--- src/rtl/sha_msg_padder_if.sv ---
// Byte-stream input and padded-block output bundle of the SHA-256 message padder.
// The padder sits on the master modport; the byte source / block sink sits on slave.
interface sha_msg_padder_if #(
  parameter int MSG_SIZ = 512
);
  logic [7:0]         i_byte;
  logic               i_byte_vld;
  logic               i_last;
  logic               o_byte_rdy;
  logic [MSG_SIZ-1:0] o_msg;
  logic               o_msg_vld;
  logic               o_last_blk;
  logic               i_msg_rdy;
  logic               o_done;

  // Both streams: a transfer happens on the rising edge where valid and ready are
  // both high; the producer holds valid and data stable until that edge, and the
  // padder's ready outputs depend only on its registered state, never on valid.
  modport master (
    input  i_byte, i_byte_vld, i_last, i_msg_rdy,
    output o_byte_rdy, o_msg, o_msg_vld, o_last_blk, o_done
  );

  modport slave (
    output i_byte, i_byte_vld, i_last, i_msg_rdy,
    input  o_byte_rdy, o_msg, o_msg_vld, o_last_blk, o_done
  );
endinterface

--- src/rtl/sha_msg_padder.sv ---
// SHA-256 front-end padder: packs message bytes into 512-bit blocks, appends 0x80,
// zero fill and the 64-bit big-endian bit length. Optional block index: SHA_PAD_BLKCNT_EN.
module sha_msg_padder #(
  parameter int MSG_SIZ = 512,
  parameter int LEN_W   = 64
) (
  input  logic              clk,
  input  logic              reset,
  sha_msg_padder_if.master  io_bus,
  output logic [1:0]        o_dbg_state
`ifdef SHA_PAD_BLKCNT_EN
  ,
  output logic [7:0]        o_blk_cnt
`endif
);

  typedef enum logic [1:0] {
    S_FILL = 2'd0,
    S_PAD  = 2'd1,
    S_LEN  = 2'd2,
    S_EMIT = 2'd3
  } state_t;

  localparam int BUF_MSB = MSG_SIZ - 1;

  state_t             r_state;
  state_t             w_nxt_state;
  logic [MSG_SIZ-1:0] r_buf;
  logic [6:0]         r_idx;
  logic [LEN_W-1:0]   r_bitlen;
  logic               r_pad_pend;
  logic               r_len_pend;
  logic               r_final;
  logic               r_done;

  logic               w_byte_rdy;
  logic               w_msg_vld;
  logic               w_take;
  logic               w_pad_wr;
  logic               w_len_wr;
  logic               w_blk_acc;
  logic [8:0]         w_wr_pos;
  logic [63:0]        w_len_fld;

  // Byte k of the block lives at bits [511-8k -: 8].
  assign w_wr_pos  = 9'(BUF_MSB) - {r_idx[5:0], 3'b000};
  assign w_len_fld = 64'(r_bitlen);

  always_ff @(posedge clk) begin
    if (reset) begin
      r_state <= S_FILL;
    end else begin
      r_state <= w_nxt_state;
    end
  end

  always_comb begin
    w_nxt_state = r_state;
    unique case (r_state)
      S_FILL: begin
        if (io_bus.i_byte_vld) begin
          if (r_idx == 7'd63) begin
            w_nxt_state = S_EMIT;
          end else if (io_bus.i_last) begin
            w_nxt_state = S_PAD;
          end
        end
      end
      // Room for the length field only when the 0x80 lands at byte 55 or earlier.
      S_PAD:  w_nxt_state = (r_idx <= 7'd55) ? S_LEN : S_EMIT;
      S_LEN:  w_nxt_state = S_EMIT;
      S_EMIT: begin
        if (io_bus.i_msg_rdy) begin
          if (r_final) begin
            w_nxt_state = S_FILL;
          end else if (r_pad_pend) begin
            w_nxt_state = S_PAD;
          end else if (r_len_pend) begin
            w_nxt_state = S_LEN;
          end else begin
            w_nxt_state = S_FILL;
          end
        end
      end
      default: w_nxt_state = S_FILL;
    endcase
  end

  always_comb begin
    w_byte_rdy = 1'b0;
    w_msg_vld  = 1'b0;
    w_take     = 1'b0;
    w_pad_wr   = 1'b0;
    w_len_wr   = 1'b0;
    w_blk_acc  = 1'b0;
    unique case (r_state)
      S_FILL: begin
        w_byte_rdy = 1'b1;
        w_take     = io_bus.i_byte_vld;
      end
      S_PAD:  w_pad_wr = 1'b1;
      S_LEN:  w_len_wr = 1'b1;
      S_EMIT: begin
        w_msg_vld = 1'b1;
        w_blk_acc = io_bus.i_msg_rdy;
      end
      default: ;
    endcase
  end

  always_ff @(posedge clk) begin
    if (reset) begin
      r_buf      <= '0;
      r_idx      <= '0;
      r_bitlen   <= '0;
      r_pad_pend <= 1'b0;
      r_len_pend <= 1'b0;
      r_final    <= 1'b0;
      r_done     <= 1'b0;
    end else begin
      r_done <= w_blk_acc && r_final;
      if (w_take) begin
        r_buf[w_wr_pos -: 8] <= io_bus.i_byte;
        r_idx                <= r_idx + 7'd1;
        r_bitlen             <= r_bitlen + LEN_W'(8);
        if (io_bus.i_last && (r_idx == 7'd63)) begin
          r_pad_pend <= 1'b1;
        end
      end
      if (w_pad_wr) begin
        r_buf[w_wr_pos -: 8] <= 8'h80;
        r_idx                <= r_idx + 7'd1;
        if (r_idx > 7'd55) begin
          r_len_pend <= 1'b1;
        end
      end
      if (w_len_wr) begin
        r_buf[63:0] <= w_len_fld;
        r_final     <= 1'b1;
      end
      // The next block always starts from an all-zero buffer, so padding never clears bytes.
      if (w_blk_acc) begin
        r_buf <= '0;
        r_idx <= '0;
        if (r_final) begin
          r_bitlen   <= '0;
          r_final    <= 1'b0;
          r_pad_pend <= 1'b0;
          r_len_pend <= 1'b0;
        end else if (r_pad_pend) begin
          r_pad_pend <= 1'b0;
        end else if (r_len_pend) begin
          r_len_pend <= 1'b0;
        end
      end
    end
  end

`ifdef SHA_PAD_BLKCNT_EN
  logic [7:0] r_blk_cnt;

  always_ff @(posedge clk) begin
    if (reset) begin
      r_blk_cnt <= '0;
    end else if (w_blk_acc) begin
      if (r_final) begin
        r_blk_cnt <= '0;
      end else if (r_blk_cnt != 8'hFF) begin
        r_blk_cnt <= r_blk_cnt + 8'd1;
      end
    end
  end

  assign o_blk_cnt = r_blk_cnt;
`endif

  assign io_bus.o_byte_rdy = w_byte_rdy;
  assign io_bus.o_msg_vld  = w_msg_vld;
  assign io_bus.o_last_blk = w_msg_vld & r_final;
  assign io_bus.o_msg      = r_buf;
  assign io_bus.o_done     = r_done;
  assign o_dbg_state       = r_state;

endmodule

--- src/flat_wrapper.sv ---
// flat-port wrapper written by rule: the top's interface ports become plain ports
module sha_msg_padder_flat 
#(
  parameter int MSG_SIZ = 512,
  parameter int LEN_W   = 64
)
  (clk, reset, o_dbg_state, io_bus_i_byte, io_bus_i_byte_vld, io_bus_i_last, io_bus_i_msg_rdy, io_bus_o_byte_rdy, io_bus_o_msg, io_bus_o_msg_vld, io_bus_o_last_blk, io_bus_o_done);
  sha_msg_padder_if #(.MSG_SIZ(MSG_SIZ)) io_bus_i ();
  input  logic clk;
  input  logic reset;
  output logic [1:0] o_dbg_state;
  input wire logic [$bits(io_bus_i.i_byte)-1:0] io_bus_i_byte;
  input wire logic [$bits(io_bus_i.i_byte_vld)-1:0] io_bus_i_byte_vld;
  input wire logic [$bits(io_bus_i.i_last)-1:0] io_bus_i_last;
  input wire logic [$bits(io_bus_i.i_msg_rdy)-1:0] io_bus_i_msg_rdy;
  output wire logic [$bits(io_bus_i.o_byte_rdy)-1:0] io_bus_o_byte_rdy;
  output wire logic [$bits(io_bus_i.o_msg)-1:0] io_bus_o_msg;
  output wire logic [$bits(io_bus_i.o_msg_vld)-1:0] io_bus_o_msg_vld;
  output wire logic [$bits(io_bus_i.o_last_blk)-1:0] io_bus_o_last_blk;
  output wire logic [$bits(io_bus_i.o_done)-1:0] io_bus_o_done;
  assign io_bus_i.i_byte = io_bus_i_byte;
  assign io_bus_i.i_byte_vld = io_bus_i_byte_vld;
  assign io_bus_i.i_last = io_bus_i_last;
  assign io_bus_i.i_msg_rdy = io_bus_i_msg_rdy;
  assign io_bus_o_byte_rdy = io_bus_i.o_byte_rdy;
  assign io_bus_o_msg = io_bus_i.o_msg;
  assign io_bus_o_msg_vld = io_bus_i.o_msg_vld;
  assign io_bus_o_last_blk = io_bus_i.o_last_blk;
  assign io_bus_o_done = io_bus_i.o_done;
  sha_msg_padder #(.MSG_SIZ(MSG_SIZ), .LEN_W(LEN_W)) u_core (.clk(clk), .reset(reset), .io_bus(io_bus_i), .o_dbg_state(o_dbg_state));
endmodule
--- config.mk ---
export PLATFORM = sky130hd
export DESIGN_NAME = sha_msg_padder_flat
export DESIGN_NICKNAME = d
export VERILOG_FILES = /design/src/rtl/sha_msg_padder_if.sv /design/src/rtl/sha_msg_padder.sv /design/src/flat_wrapper.sv
export SDC_FILE = /design/constraint.sdc
export NUM_CORES = 1
export LEC_CHECK = 0
export CORE_ASPECT_RATIO = 1.2
export CORE_MARGIN = 1.5
export CORE_UTILIZATION = 50
export CTS_CLUSTER_DIAMETER = 100
export DETAILED_ROUTE_END_ITERATION = 16
export PLACE_DENSITY = 0.82
export SLEW_MARGIN = 20
export SYNTH_ARGS = -nofsm -noshare
export SYNTH_HDL_FRONTEND = slang
export SYNTH_SLANG_ARGS = --single-unit
--- constraint.sdc ---
create_clock -name clk -period 3.4 [get_ports clk]
set_input_delay 0.68 -clock clk [delete_from_list [all_inputs] [get_ports clk]]
set_output_delay 0.68 -clock clk [all_outputs]
set_load 0.01 [all_outputs]
==> metrics.md <==
| Metric | Value |
|---|---|
| # hold bufs at CTS | 0 |
| Pins Over Slew Limit | 0 |
| Starting density of the core | 0.507 |
| Hold depth | 2 |
| CP Capture Type | primary output |
| Gate power share | 0.164 |
| Final #Nets | 3,515 |
| CTS max path bufs | 3 |
| FMAX | 336 MHz |
| H-tree depth reported by CTS | 2 |
| Final setup vio count | 0 |
| Synth Instances | 2,961 |
| DRT Pass-1 Iters | 6 |
| CP Class | reg -> out |
| Die height | approximately 240 µm |
| Postcts setup bufs | 0 |
| Slew headroom | 0.317 |
| Buf/Inv on CP | 2 |
| Final min period | 2.98 ns |
| Antenna Cells | 0 |
| Clk network pwr share | 0.404 |
| Clock buffer count from CTS | 56 |
| # port buffers | 530 |
| Placed cell count | 4,053 |
| Ys flop type | dfxtp_1 |
| CTS resizes | 0 |
| Vias per cell | between 6 and 7 |
| 1st-iter DRT viols | roughly 2,400 |
| Pwr Density | approximately 520 mW/mm² |
| Hold crit path type | reg -> reg |
| Vias | 24,974 |
| Std cell rows | 86 |
| Sw Pwr | 4.87 mW |
| Post-DP HPWL | between 70 and 80 mm |
| Reg2reg path depth | 5 |
| Initial antenna violation count | 0 |
| Critical path arrival | 2.30 ns |
| Max Clock Skew | 0.0116 ns |
| Layout cells sized above 1 | 0.0664 |
| RR Endpoint | u_core.io_bus.o_msg[308] |
| CP top delay family | buffers and inverters |
| CP max-delay cell | dfxtp_1 |
| Slowest stage delay, CP | 0.70 ns |
| CP Data Required Time | 2.72 ns |
| Switch share | 0.297 |
| Synthesized area | 0.0234 mm² |
| Reg2reg setup slack | 0.47 ns |
| Endpoints failing hold | 0 |
| Worst-margin pin slew | roughly 1 ns |
| EDFF count, synth | 0 |
| Post-synth ARST share | 0 |
| Io pins | 531 |
| Leak | 10.4 nW |
| CTS tree | yes |
| Core ar. | 0.0461 mm² |
| Die ar. | 0.0480 mm² |
| All-Layer GR Usage | 0.383 |
| Die Wd | between 200 and 250 µm |
| CP Max Fanout | 16 |
| Worst-path clk slew | approximately 0.070 ns |
| Synthesized area per cell | a little under 8 µm² |
| Antenna-violating nets left | 0 |
| Max_cap viols | 0 |
| First-pass GRT wire length | 141 mm |
| Area delta synth->final | 35.4% |
| Clock Root Buffer | clkbuf_16 |
| Most common cell after layout, fill and taps aside | dfxtp_1 |
| Ys Warns | 0 |
| WL/cell | 23.2 µm |
| #FFs+latches synth | between 500 and 600 |
| Crit-path cells | nand2_1, inv_1, clkdlybuf4s50_1 |
| Sink Count | 586 |
| DRT Wirelength | 96.5 mm |
| Unrepaired setup endpoints after global routing | no |
| Pint | 11.5 mW |
| Flop pwr share | 0.432 |
| Vias in the first global route | ~24,000 |
| Sequential cell area fraction in the yosys report | 0.502 |
| Worst hold start | u_core.io_bus.o_msg[427] |
| Setup crit start kind | flop |
| Setup TNS | 0 ns |
| Most frequent cells in the layout | dfxtp_1 (586), nor2_1 (533), clkdlybuf4s50_1 (530), a21oi_1 (458), nand2_1 (446) |
| DR DRC count | 0 |
| Syn nets | 2,981 |
| Status | completed |
| Worst skew pair latency | approximately 0.62 ns |
| Period utilization | 0.875 |
| VDD IR max | 0.400 mV |
| GRT overflow | 0 |
| Largest net degree at the start of global routing | ~110 |
| GPL Wtd Cong | 0.934 |
| Post-Layout Cell Count | 4,155 |
| Hold Path Sink | u_core.io_bus.o_msg[427] |
| Reg-to-reg startpoint | u_core.o_dbg_state[0] |
| Post-synth cell types | 60 |
[tightest hold or removal path, cell delays in order (launching register included)]
cell and delay (ns):
dfxtp_1 0.31, nand2_1 0.05, a21oi_1 0.05
[cell usage after synthesis (5+ instances only)]
master | count | area share
dfxtp_1 | 586 | 0.50
nor2_1 | 535 | 0.086
a21oi_1 | 459 | 0.098
nand2_1 | 447 | 0.072
nand3_1 | 148 | 0.032
clkbuf_1 | 140 | 0.022
o21ai_0 | 113 | 0.024
nor3_1 | 70 | 0.015
a22oi_1 | 56 | 0.018
mux2i_1 | 51 | 0.022
o21ai_1 | 51 | 0.011
a211oi_1 | 31 | 0.010
nand4_1 | 28 | 0.0075
inv_1 | 25 | 0.0040
or3_1 | 25 | 0.0067
xor2_1 | 24 | 0.0090
and3_1 | 13 | 0.0035
a311oi_1 | 12 | 0.0045
or4_1 | 11 | 0.0035
buf_1 | 10 | 0.0016
nor2b_1 | 9 | 0.0024
o31ai_1 | 9 | 0.0029
xnor2_1 | 9 | 0.0034
a21o_1 | 8 | 0.0026
nand3b_1 | 8 | 0.0026
ha_1 | 7 | 0.0037
mux2_2 | 7 | 0.0034
and2_1 | 6 | 0.0016
nand2b_1 | 5 | 0.0013
nor3b_1 | 5 | 0.0016
[per-layer routing]
layer	global-route usage	share of wire	up-vias
li1	-	-	11252
met1	0.447	0.37	11870
met2	0.646	0.48	1497
met3	0.0780	0.091	355
met4	0.241	0.067	0
met5	0	0	-
[flip-flops by register name (all words and copies together) (netlist names)]
| name | count |
|---|---|
| u_core.r_pad_pend | 1 |
| u_core.r_len_pend | 1 |
| u_core.r_idx | 7 |
| u_core.r_bitlen | 61 |
| u_core.io_bus.o_msg | 512 |
| u_core.r_final | 1 |
| u_core.o_dbg_state | 2 |
| u_core.io_bus.o_done | 1 |
[layout make-up]
type | count | area, µm²
fill | 3801 | 14400
sequential | 586 | 11700
multi-input combinational | 2195 | 11000
clock buffer | 76 | 1590
timing repair buffer | 631 | 6100
tap | 616 | 771
inverter | 25 | 93.8
clock inverter | 26 | 347
[power by group through the flow]
stage	Sequential, mW	Combinational (mW)	Clock, mW
after floorplan	7.22	1.42	0
after global placement	7.24	2.52	0
after detailed placement	7.24	2.57	0
after CTS	7.09	2.58	6.64
after global routing	7.10	2.80	6.91
final	7.10	2.68	6.63
[worst max path at each step]
stage / end / cells past startpoint / startpoint
floorplan: u_core.r_bitlen[50] / 7 / io_bus_i_byte_vld
global placement: u_core.r_bitlen[47] / 7 / io_bus_i_byte_vld
detailed placement: u_core.r_bitlen[59] / 7 / io_bus_i_byte_vld
CTS: io_bus_o_msg_vld / 3 / u_core.o_dbg_state[0]
global route: io_bus_o_msg_vld / 3 / u_core.o_dbg_state[0]
finish: io_bus_o_msg_vld / 3 / u_core.o_dbg_state[0]
[through the flow]
step	util	area [µm²]	hold slack [ns]	total power [mW]	setup WS (ns)
2_1_floorplan	-	23400	0.449	8.64	0.818
3_3_place_gp	0.645	29700	0.443	9.76	0.223
3_5_place_dp	0.645	29700	0.449	9.81	0.205
4_1_cts	0.687	31600	0.456	16.3	0.451
5_1_grt	0.687	31600	0.474	16.8	0.345
6_report	0.687	31600	0.455	16.4	0.425
[cells by family (layout without fill, tap and decap cells)]
family / count (synthesis) / after routing / synth area share
AOI/OAI and AO/OA: 751 / 751 / 0.175
xor gates and xnor gates: 33 / 33 / 0.0124
adders and majority gates: 7 / 7 / 0.00375
buffers and inverters: 180 / 758 / 0.0296
DFF: 586 / 586 / 0.502
muxes: 58 / 58 / 0.0252
and+or+nand+nor: 1346 / 1346 / 0.252
Note: power is estimated with default switching activity, not from simulation.
